[config.mk]
export PLATFORM = sky130hd
export DESIGN_NAME = wbu_scoreboard
export DESIGN_NICKNAME = d
export VERILOG_FILES = /design/src/rtl/wbu_sb_pkg.sv /design/src/rtl/wbu_scoreboard_pend_counter.sv /design/src/rtl/wbu_scoreboard.sv
export SDC_FILE = /design/constraint.sdc
export NUM_CORES = 1
export LEC_CHECK = 0
export CAP_MARGIN = 20
export CELL_PAD_IN_SITES_DETAIL_PLACEMENT = 1
export CELL_PAD_IN_SITES_GLOBAL_PLACEMENT = 1
export CORE_ASPECT_RATIO = 0.6
export CORE_MARGIN = 2
export CORE_UTILIZATION = 41
export CTS_BUF_LIST = sky130_fd_sc_hd__clkbuf_4
export CTS_CLUSTER_DIAMETER = 60
export DETAILED_ROUTE_END_ITERATION = 16
export PLACE_DENSITY = 0.86
export SYNTH_ARGS = -nofsm -noshare
export SYNTH_HDL_FRONTEND = slang
export SYNTH_SLANG_ARGS = --single-unit
[constraint.sdc]
create_clock -name clock -period 5.3 [get_ports clock]
set_input_delay 1.59 -clock clock [delete_from_list [all_inputs] [get_ports clock]]
set_output_delay 1.59 -clock clock [all_outputs]
set_load 0.1 [all_outputs]
[src/rtl/wbu_sb_pkg.sv]
// Shared constants and register-index helpers for the WBU issue scoreboard.
package wbu_sb_pkg;
   localparam int ADDR_WIDTH   = 5;
   localparam int NREG         = 16;
   localparam int PEND_W       = 2;
   localparam int MAX_INFLIGHT = 4;
   localparam int CNT_W        = 3;

   // RV32E has 16 registers, so the top address bit never selects anything.
   function automatic logic [3:0] reg_idx(input logic [ADDR_WIDTH-1:0] addr);
      return addr[3:0];
   endfunction

   function automatic logic is_zero_reg(input logic [ADDR_WIDTH-1:0] addr);
      return reg_idx(addr) == 4'd0;
   endfunction
endpackage

[src/rtl/wbu_scoreboard_pend_counter.sv]
// Per-register outstanding-write counter: holds on simultaneous inc/dec,
// never wraps below zero.
module sb_pend_counter #(
   parameter int PEND_W = 2
) (
   input  logic              clock,
   input  logic              reset,
   input  logic              inc,
   input  logic              dec,
   output logic [PEND_W-1:0] cnt,
   output logic              is_zero,
   output logic              is_max,
   output logic              underflow
);
   logic [PEND_W-1:0] cnt_q, cnt_d;

   assign cnt       = cnt_q;
   assign is_zero   = (cnt_q == '0);
   assign is_max    = &cnt_q;
   assign underflow = dec & is_zero;

   always_comb begin
      cnt_d = cnt_q;
      if (inc && !dec)
         cnt_d = cnt_q + 1'b1;
      else if (dec && !inc && !is_zero)
         cnt_d = cnt_q - 1'b1;
   end

   always_ff @(posedge clock or posedge reset) begin
      if (reset) cnt_q <= '0;
      else       cnt_q <= cnt_d;
   end
endmodule

[src/rtl/wbu_scoreboard.sv]
// Issue-side RAW/capacity hazard controller for the RV32E register file;
// tracks in-flight destinations from IDU issue to WBU commit.
module wbu_scoreboard #(
   parameter int ADDR_WIDTH   = 5,
   parameter int NREG         = 16,
   parameter int PEND_W       = 2,
   parameter int MAX_INFLIGHT = 4,
   parameter int CNT_W        = 3
) (
   input  logic                  clock,
   input  logic                  reset,
   input  logic                  issue_valid,
   output logic                  issue_ready,
   input  logic [ADDR_WIDTH-1:0] issue_rs1,
   input  logic                  issue_rs1_used,
   input  logic [ADDR_WIDTH-1:0] issue_rs2,
   input  logic                  issue_rs2_used,
   input  logic [ADDR_WIDTH-1:0] issue_rd,
   input  logic                  issue_rd_wen,
   input  logic                  wb_valid,
   input  logic [ADDR_WIDTH-1:0] wb_rd,
   input  logic                  wb_wen,
   output logic                  stall_raw,
   output logic [NREG-1:0]       busy_mask,
   output logic [CNT_W-1:0]      inflight,
   output logic                  sb_error
);
   import wbu_sb_pkg::*;

   logic [NREG-1:0]             inc, dec, busy, at_max, uflow;
   logic [NREG-1:0][PEND_W-1:0] pend;
   logic                        raw, sat, fire;
   logic [CNT_W-1:0]            inflight_q, inflight_d;
   logic                        sb_error_q, sb_error_d;
   logic                        unused_sb;

   // x0 is never tracked, so slot 0 reads as permanently idle.
   assign busy[0]   = 1'b0;
   assign at_max[0] = 1'b0;
   assign uflow[0]  = 1'b0;
   assign pend[0]   = '0;

   for (genvar i = 1; i < NREG; i++) begin : g_pend
      logic cnt_zero;
      sb_pend_counter #(.PEND_W(PEND_W)) u_cnt (
         .clock    (clock),
         .reset    (reset),
         .inc      (inc[i]),
         .dec      (dec[i]),
         .cnt      (pend[i]),
         .is_zero  (cnt_zero),
         .is_max   (at_max[i]),
         .underflow(uflow[i])
      );
      assign busy[i] = ~cnt_zero;
   end

   assign unused_sb = ^{inc[0], dec[0], pend};

   // Hazards look only at registered state: a same-cycle retire does not bypass.
   assign raw = (issue_rs1_used & busy[reg_idx(issue_rs1)]) |
                (issue_rs2_used & busy[reg_idx(issue_rs2)]);
   assign sat = issue_rd_wen & at_max[reg_idx(issue_rd)];

   assign issue_ready = ~raw & ~sat & (inflight_q < CNT_W'(MAX_INFLIGHT));
   assign fire        = issue_valid & issue_ready;
   assign stall_raw   = issue_valid & raw;
   assign busy_mask   = busy;
   assign inflight    = inflight_q;
   assign sb_error    = sb_error_q;

   always_comb begin
      inc = '0;
      dec = '0;
      if (fire && issue_rd_wen && !is_zero_reg(issue_rd))
         inc[reg_idx(issue_rd)] = 1'b1;
      if (wb_valid && wb_wen && !is_zero_reg(wb_rd))
         dec[reg_idx(wb_rd)] = 1'b1;
   end

   always_comb begin
      inflight_d = inflight_q;
      if (fire && !wb_valid)
         inflight_d = inflight_q + 1'b1;
      else if (wb_valid && !fire && inflight_q != '0)
         inflight_d = inflight_q - 1'b1;
      sb_error_d = sb_error_q | (wb_valid & (inflight_q == '0)) | (|uflow);
   end

   always_ff @(posedge clock or posedge reset) begin
      if (reset) begin
         inflight_q <= '0;
         sb_error_q <= 1'b0;
      end else begin
         inflight_q <= inflight_d;
         sb_error_q <= sb_error_d;
      end
   end
endmodule

# Word-level counts from Yosys, hierarchy flattened

Index checks and enable logic that the tools add are counted.

Bits in registers: 34

Muxes and demuxes: 44
Magnitude comparators: 7
Add/sub/neg operators: 32
Reductions and logical operators: 154
Bitwise operators: 43

Operators with widths:

| operator                                                                     | count |
|---|---|
| 2-bit two-way mux                                                            | 30 |
| 1-bit logical AND                                                            | 54 |
| 1-bit logical NOT                                                            | 49 |
| 16-bit two-way mux                                                           | 2 |
| 2-bit nonzero test                                                           | 16 |
| 2-bit by 1-bit adder with 2-bit output, second input constant                | 15 |
| 2-bit logical NOT                                                            | 15 |
| 2-bit AND reduction                                                          | 15 |
| 2-bit by 1-bit subtractor with 2-bit output, second input constant           | 15 |
| 1-bit bitwise AND                                                            | 23 |
| 4-bit by 5-bit less-than comparator with 1-bit output, second input constant | 4 |
| 1-bit NOT                                                                    | 17 |
| 15-bit OR reduction                                                          | 1 |
| 1-bit binary-select mux with 4-bit select                                    | 3 |
| 1-bit demux with 4-bit select                                                | 2 |
| 4-bit by 1-bit >= comparator with 1-bit output, second input constant        | 2 |
| 4-bit logical NOT                                                            | 2 |
| 3-bit two-way mux                                                            | 2 |
| 1-bit two-way mux                                                            | 5 |
| 3-bit by 1-bit adder with 3-bit output, second input constant                | 1 |
| 3-bit logical NOT                                                            | 1 |
| 3-bit less-than comparator, second input constant                            | 1 |
| 1-bit bitwise OR                                                             | 3 |
| 3-bit nonzero test                                                           | 1 |
| 3-bit by 1-bit subtractor with 3-bit output, second input constant           | 1 |

# Longest topological paths before layout

Gate-level depths: netlist (run 1).

Depth after elaboration: 18
Mapped depth: 14
Depth with buffers taken out: 13

# Hierarchy

A second synthesis (run 1) with hierarchy kept.

Cell total of the unflattened synthesis: 368
Area, all modules: 3296.9 um2

By module, submodules not included:

| module          | area an instance (um2) | instances | cells an instance |
|---|---|---|---|
| sb_pend_counter | 147.6                  | 15        | 15 |
| wbu_scoreboard  | 1082.3                 | 1         | 143 |

# Worst setup path before layout (run 1)

No wires, ideal clock.

Path kind: input-to-output
From: in issue_rs2[2]
To: out stall_raw
Stages: 6
Data required time: 3.710 ns
Setup slack: -0.519 ns
Arrival time: 4.229 ns
Path through: clkbuf_1 mux4_2 or2_0 a311oi_1 nor2_1 nor2_1

Cells in the longest elaborated chain, start to end: 5

RTL lines:

| item                                      | RTL line             | text |
|---|---|---|
| start, declared                           | wbu_scoreboard.sv:16 | `input logic [ADDR_WIDTH-1:0] issue_rs2,` |
| 1-bit binary-select mux with 4-bit select | wbu_scoreboard.sv:62 | `(issue_rs2_used & busy[reg_idx(issue_rs2)]);` |
| 1-bit two-way mux (implied by the code)   | wbu_scoreboard.sv:62 |  |
| 1-bit bitwise AND                         | wbu_scoreboard.sv:62 |  |
| 1-bit bitwise OR                          | wbu_scoreboard.sv:61 | `assign raw = (issue_rs1_used & busy[reg_idx(issue_rs1)]) \|` |
| 1-bit bitwise AND                         | wbu_scoreboard.sv:67 | `assign stall_raw = issue_valid & raw;` |
| end, declared                             | wbu_scoreboard.sv:23 | `output logic stall_raw,` |

Every way passes these cells. The select of a mux whose other input is x is not followed.

# Worst setup path after layout (run 1)

From: in issue_rd[1]
To: out issue_ready

Cells in the longest elaborated chain, start to end: 6

RTL lines:

| item                                      | RTL line             | text |
|---|---|---|
| start, declared                           | wbu_scoreboard.sv:18 | `input logic [ADDR_WIDTH-1:0] issue_rd,` |
| 1-bit binary-select mux with 4-bit select | wbu_scoreboard.sv:63 | `assign sat = issue_rd_wen & at_max[reg_idx(issue_rd)];` |
| 1-bit two-way mux (implied by the code)   | wbu_scoreboard.sv:63 |  |
| 1-bit bitwise AND                         | wbu_scoreboard.sv:63 |  |
| 1-bit NOT                                 | wbu_scoreboard.sv:65 | `assign issue_ready = ~raw & ~sat & (inflight_q < CNT_W'(MAX_INFLIGHT));` |
| 1-bit bitwise AND (2 in a row)            | wbu_scoreboard.sv:65 |  |
| end, declared                             | wbu_scoreboard.sv:13 | `output logic issue_ready,` |

Every way passes these cells. The select of a mux whose other input is x is not followed.

==> flow_metrics.py, run 1 <==
metrics = {
    "sta": {
        "worstMarginPinSlew_ns": 0.975,
        "hold_viol": 0,
        "post-route-period-util": 0.985,
        "final.setup.tns_ns": 0,
        "setup-violations-final": 0,
        "post-route-min-period_ns": 5.22,
        "clock.fmax_mhz": 192,
        "drv_slew": 0,
        "max-slew-margin-rel": 0.348,
        "clock-skew-final_ns": 0.00750,
        "rsz0062_at_grt": "yes",
    },
    "layout": {
        "area_delta_synth_final_pct": 23.4,
        "design_area_um2": 3560,
        "drive_above_1_share": 0.103,
        "antennaDiodeCount": 0,
        "final_common_cell": "clkdlybuf4s50_1",
        "layout.nets": 434,
        "final_cell_mix": "clkdlybuf4s50_1, nand2_1, dfrtp_1, a21oi_1, nor2_1",
    },
    "cts": {
        "cts.path.max_buffers": 2,
        "cts_setup_buffers": 0,
        "cts_tree": "built",
        "numCtsBuffers": 5,
        "hold_buffers": 0,
        "cts_root_buffer": "clkbuf_4",
        "insertion_delay_ns": 0.38,
        "numClockSinks": 34,
        "htreeDepth": 2,
        "clk_pin_slew_ns": 0.12,
    },
    "global_routing": {
        "grt_max_degree": 35,
        "grt_antenna_before_repair": 1,
        "grtUsageTotal": 0.274,
        "grt-ovfl-total": 0,
        "grt_pass1_vias": 2977,
        "grt_pass1_wl_mm": 16.1,
    },
    "drt": {
        "wl_mm": 10.1,
        "firstDrtPassIters": 5,
        "drc": 0,
        "vias_per_cell": 6.30,
        "drt_iter0_markers": 256,
        "vias": 3105,
        "drtAntennaViolNets": 0,
        "wl_per_cell_um": 20.4,
    },
    "worst_hold_path": {
        "whs_path_depth": 1,
        "hold_start": "g_pend[2].u_cnt.cnt[0]",
        "hp-class": "flop to flop",
    },
    "synth": {
        "syn_area_per_cell_um2": 7.93,
        "yosysSeqAreaShare": 0.295,
        "synth_edf_count": 0,
        "postSynth.asyncResetShare": 1.00,
        "syn_inst": 364,
        "ys_ff_latch": 34,
        "synthFlopType": "dfrtp_1",
        "syn-cell-area_um2": 2890,
        "ys_types": 63,
        "syn_nets": 393,
        "ys_warn_count": 0,
    },
    "place": {
        "post_dp_cell_area_um2": 3480,
        "gp_congestion": 0.889,
        "dpl.hpwl_mm": 7.84,
        "io_buffers": 44,
    },
    "floorplanning": {
        "fp.dieH_um": 69.0,
        "core_um2": 6730,
        "pin_count": 50,
        "rows": 23,
        "initial_utilization": 0.429,
        "dieArea_um2": 7750,
        "die_w_um": 112,
    },
    "power": {
        "leakage_uw": 0.00148,
        "pwr_density_cell_nw_per_um2": 448,
        "peakVddDrop_v": 0.000338,
    },
    "setup_path": {
        "arrival_ns": 3.63,
        "critical_path_class": "input port to output port",
        "cp_max_fo": 2,
        "rr_worst_depth": 12,
        "cp_slowest_cell": "clkdlybuf4s50_1",
        "crit_path_end_kind": "output port",
        "critPathTopFamily": "buffers and inverters",
        "required_ns": 3.71,
        "slowest_delay_ns": 0.53,
        "cp.depth": 8,
        "timing.rr.start": "g_pend[5].u_cnt.cnt[0]",
        "worstPathCellList": "clkdlybuf4s50_1 -> and3b_1 -> a311o_1 -> a31oi_1 -> a31oi_2 -> or3_4 -> inv_2 -> buf_12",
        "critPathBufInv": 3,
        "start_kind": "input port",
        "crit_start": "issue_rd[1]",
    },
    "outcome": {
        "status": "finished, final reports clean",
    },
    "run": {
        "maxCapViolCount": 0,
    },
}
-- sequential cells by signal (all words and copies together), names as in the netlist --
name              flops
inflight              3
g_pend.u_cnt.cnt     30
sb_error              1
-- stage by stage --
| stage | std cells | power, uW | hold WS [ns] | util | worst slack [ns] |
|---|---|---|---|---|---|
| floorplan | 364 | 1150 | 0.477 | - | 0.142 |
| detailed placement | 485 | 1420 | 0.525 | 0.517 | -0.0898 |
| CTS | 493 | 1580 | 0.541 | 0.526 | -0.0229 |
| global placement | 485 | 1380 | 0.508 | 0.517 | -0.0834 |
| global route | 493 | 1660 | 0.559 | 0.529 | -0.0367 |
| finish | 493 | 1590 | 0.535 | 0.529 | 0.0802 |
-- worst paths after layout --
check,to,slack [ns]
worst max-delay path,issue_ready,0.08
worst min-delay path,g_pend[2].u_cnt.cnt[0],0.53
worst max register to register,inflight[1],1.48
worst min register to register,g_pend[2].u_cnt.cnt[0],0.53
max in group asynchronous,g_pend[9].u_cnt.cnt[1],3.37
min in group asynchronous,g_pend[12].u_cnt.cnt[0],1.61
-- timing repair --
item / in CTS / in global routing
endpoints found under the hold margin: 0 / 0
setup endpoints to repair: 1 / 2
gates cloned: 0 / 0
pin swaps: 0 / 2
resized for setup: 3 / 5
-- metal layers --
metal	share of wire	GRT usage
met5	0	0
met4	0.013	0.0716
met3	0.088	0.0568
met2	0.42	0.418
met1	0.48	0.396
-- cell type report --
type	count	area, um2
Clock inverter	2	8.76
Inverter	21	78.8
Sequential cell	34	851
Fill cell	840	3170
Multi-Input combinational cell	285	1870
Tap cell	87	109
Timing Repair Buffer	58	594
Clock buffer	6	45.0
-- cells by family (layout without fill, tap and decap cells) --
logic type      count (synthesis)  count (layout)  share of synthesized area
simple gates                  148             148                      0.280
compound gates                108             108                      0.244
buf+inv                        45              87                     0.0667
flops                          34              34                      0.295
mux                            14              14                     0.0672
xor+xnor                       13              13                     0.0394
fa+ha+maj                       1               1                    0.00694
other cells                     1               1                    0.00130
-- synth_stat cells (6+ instances only) --
library cell,n,share of area
a211oi_1,7,0.018
a21oi_1,32,0.055
a31oi_1,9,0.020
and2_1,7,0.015
clkbuf_1,18,0.023
dfrtp_1,34,0.29
inv_1,20,0.026
mux2i_1,10,0.035
nand2_1,34,0.044
nand2b_1,6,0.013
nand3_1,14,0.024
nor2_1,24,0.031
nor2b_1,6,0.013
nor3_1,11,0.019
nor3b_1,11,0.029
o21ai_0,21,0.036
xnor2_1,11,0.033
-- power by group --
part	internal, uW	switching (uW)	leakage [uW]
clock	54.9	106	0.0000331
combinational	294	712	0.00100
sequential	318	108	0.000443
total	667	927	0.00148
(Power assumes the default switching activity.)
==> run 2: changes to the inputs <==
CORE_UTILIZATION = 43   (was 41)
SYNTH_HIERARCHICAL = 1   (was unset)
==> run 2 against run 1 <==
First-iteration DRC count down 36%. Fmax up 0.98%. Final cell count grew 7.5%. Worst setup slack better by 0.051 ns. Combinational power rose by 11%. Critical path depth down 2. Cell area rose by 12%. Global-route usage down 1.7 points. Largest cell class unchanged. Via count shrank 3.8%. Die area grew 8.5%. Clock skew up 0.014 ns. Sequential share of layout area is 2.6 points lower.
==> flow_metrics.py, run 2 <==
metrics = {
    "sta": {
        "final.setup.tns_ns": 0,
        "clock-skew-final_ns": 0.0218,
        "post-route-min-period_ns": 5.17,
        "setup-violations-final": 0,
        "max-slew-margin-rel": 0.333,
        "fin_hold_ws_ns": 0.519,
        "rsz0062_at_grt": "no",
        "hold_viol": 0,
        "clock.fmax_mhz": 193,
        "post-route-period-util": 0.975,
        "drv_slew": 0,
        "worstMarginPinSlew_ns": 0.997,
    },
    "setup_path": {
        "required_ns": 3.71,
        "arrival_ns": 3.58,
        "critical_path_class": "input port to output port",
        "crit_path_end_kind": "output port",
        "cp_max_fo": 6,
        "start_kind": "input port",
    },
    "floorplanning": {
        "fp.dieH_um": 71.8,
        "die_w_um": 117,
        "initial_utilization": 0.448,
        "pin_count": 50,
        "core_um2": 7360,
        "dieArea_um2": 8410,
        "rows": 24,
    },
    "cts": {
        "cts_tree": "built",
        "htreeDepth": 2,
        "numCtsBuffers": 5,
        "cts_setup_buffers": 0,
        "clk_pin_slew_ns": 0.10,
        "hold_buffers": 0,
        "cts_root_buffer": "clkbuf_4",
        "numClockSinks": 34,
        "cts-resized-gates": 0,
        "cts.path.max_buffers": 2,
        "insertion_delay_ns": 0.36,
    },
    "power": {
        "leakage_uw": 0.00160,
        "peakVddDrop_v": 0.000338,
        "pwr_density_cell_nw_per_um2": 425,
    },
    "drt": {
        "drtAntennaViolNets": 0,
        "drc": 0,
        "vias_per_cell": 5.64,
        "vias": 2988,
        "drt_iter0_markers": 163,
        "wl_per_cell_um": 19.2,
        "wl_mm": 10.2,
        "firstDrtPassIters": 4,
    },
    "layout": {
        "final_common_cell": "nor2_1",
        "final_cell_mix": "nor2_1, clkdlybuf4s50_1, dfrtp_1, inv_1, and2_1",
        "final_util": 0.544,
        "layout.nets": 454,
        "area_delta_synth_final_pct": 21.3,
        "largest_reg_flops": 30,
        "drive_above_1_share": 0.218,
        "antennaDiodeCount": 0,
    },
    "synth": {
        "ys_warn_count": 6,
        "syn-cell-area_um2": 3300,
        "syn_nets": 397,
        "syn_area_per_cell_um2": 8.96,
        "synthTopCellsByCount": "nor2_1, dfrtp_1, inv_1",
        "ys_ff_latch": 34,
        "synth_top_area_cell": "dfrtp_1",
        "ys_types": 44,
        "synthFlopType": "dfrtp_1",
        "syn_inst": 368,
        "synth.top_cell.area_share": 0.258,
        "postSynth.asyncResetShare": 1.00,
        "synthTopCellsByArea": "dfrtp_1, nor2b_4, and2_1",
        "synth_most_common_cell": "nor2_1",
        "synth_edf_count": 0,
        "yosysSeqAreaShare": 0.258,
    },
    "place": {
        "io_buffers": 44,
        "dpl.hpwl_mm": 8.27,
        "gp_congestion": 0.863,
    },
    "global_routing": {
        "grt_pass1_wl_mm": 16.5,
        "grt_antenna_before_repair": 0,
        "grt_pass1_vias": 3201,
        "grt_max_degree": 17,
        "grtUsageTotal": 0.256,
        "grt-ovfl-total": 0,
    },
    "run": {
        "maxCapViolCount": 0,
    },
    "outcome": {
        "status": "finished, final reports clean",
    },
    "worst_hold_path": {
        "hp-class": "flop to flop",
    },
}
-- run 2: worst max-delay path: stages --
cell	delay [ns]
clkdlybuf4s50_1	0.64
mux4_2	0.54
o32ai_1	0.37
or2_1	0.20
nor4_4	0.07
buf_12	0.18
-- run 2: path summary, 6_finish.rpt --
check | from | depth (start not counted) | to | slack (ns)
min in group asynchronous | reset | 2 | g_pend[3].u_cnt/cnt[0] | 1.93
max in group asynchronous | reset | 2 | sb_error | 3.03
worst max-delay path | issue_rs1[0] | 6 | issue_ready | 0.13
worst min register to register | g_pend[10].u_cnt/cnt[0] | 1 | g_pend[10].u_cnt/cnt[0] | 0.52
worst max register to register | g_pend[3].u_cnt/cnt[0] | 12 | g_pend[7].u_cnt/cnt[1] | 1.72
worst min-delay path | g_pend[10].u_cnt/cnt[0] | 1 | g_pend[10].u_cnt/cnt[0] | 0.52
-- run 2: final cells by class --
class	count	area, um2
Clock buffer	6	45.0
Fill cell	881	3360
Timing Repair Buffer	58	566
Tap cell	104	130
Multi-Input combinational cell	294	2280
Inverter	32	120
Sequential cell	34	851
Clock inverter	2	8.76
-- run 2: logic make-up after synthesis --
| group | Yosys count | share of synthesized area |
|---|---|---|
| AOI/OAI and AO/OA | 75 | 0.191 |
| xor gates and xnor gates | 1 | 0.00266 |
| adders and majority gates | 1 | 0.00607 |
| buffers and inverters | 40 | 0.0505 |
| DFF | 34 | 0.258 |
| muxes | 17 | 0.0854 |
| other | 1 | 0.00114 |
| and+or+nand+nor | 199 | 0.405 |
-- run 2: report_power, final --
group          internal, uW  switching [uW]
sequential              322             104
clock                  55.1             101
combinational           312             807
total                   688            1010
-- run 2: layer usage --
layer | track usage | routed length [um] | part of all wire | vias up
met2 | 0.434 | 4840 | 0.48 | 83
met3 | 0.0482 | 584 | 0.058 | 12
met1 | 0.347 | 4630 | 0.46 | 1485
li1 | - | - | - | 1408
met5 | 0 | 0 | 0 | -
met4 | 0.0471 | 97 | 0.0096 | 0
-- run 2: stage by stage --
stage               cell area [um2]  worst slack [ns]  total power [uW]  instances
floorplan                      3300            0.0991              1240        368
global placement               3950             0.146              1510        522
detailed placement             3950             0.151              1550        522
CTS                            4000             0.139              1710        530
global route                   4000            0.0265              1790        530
finish                         4000             0.131              1700        530
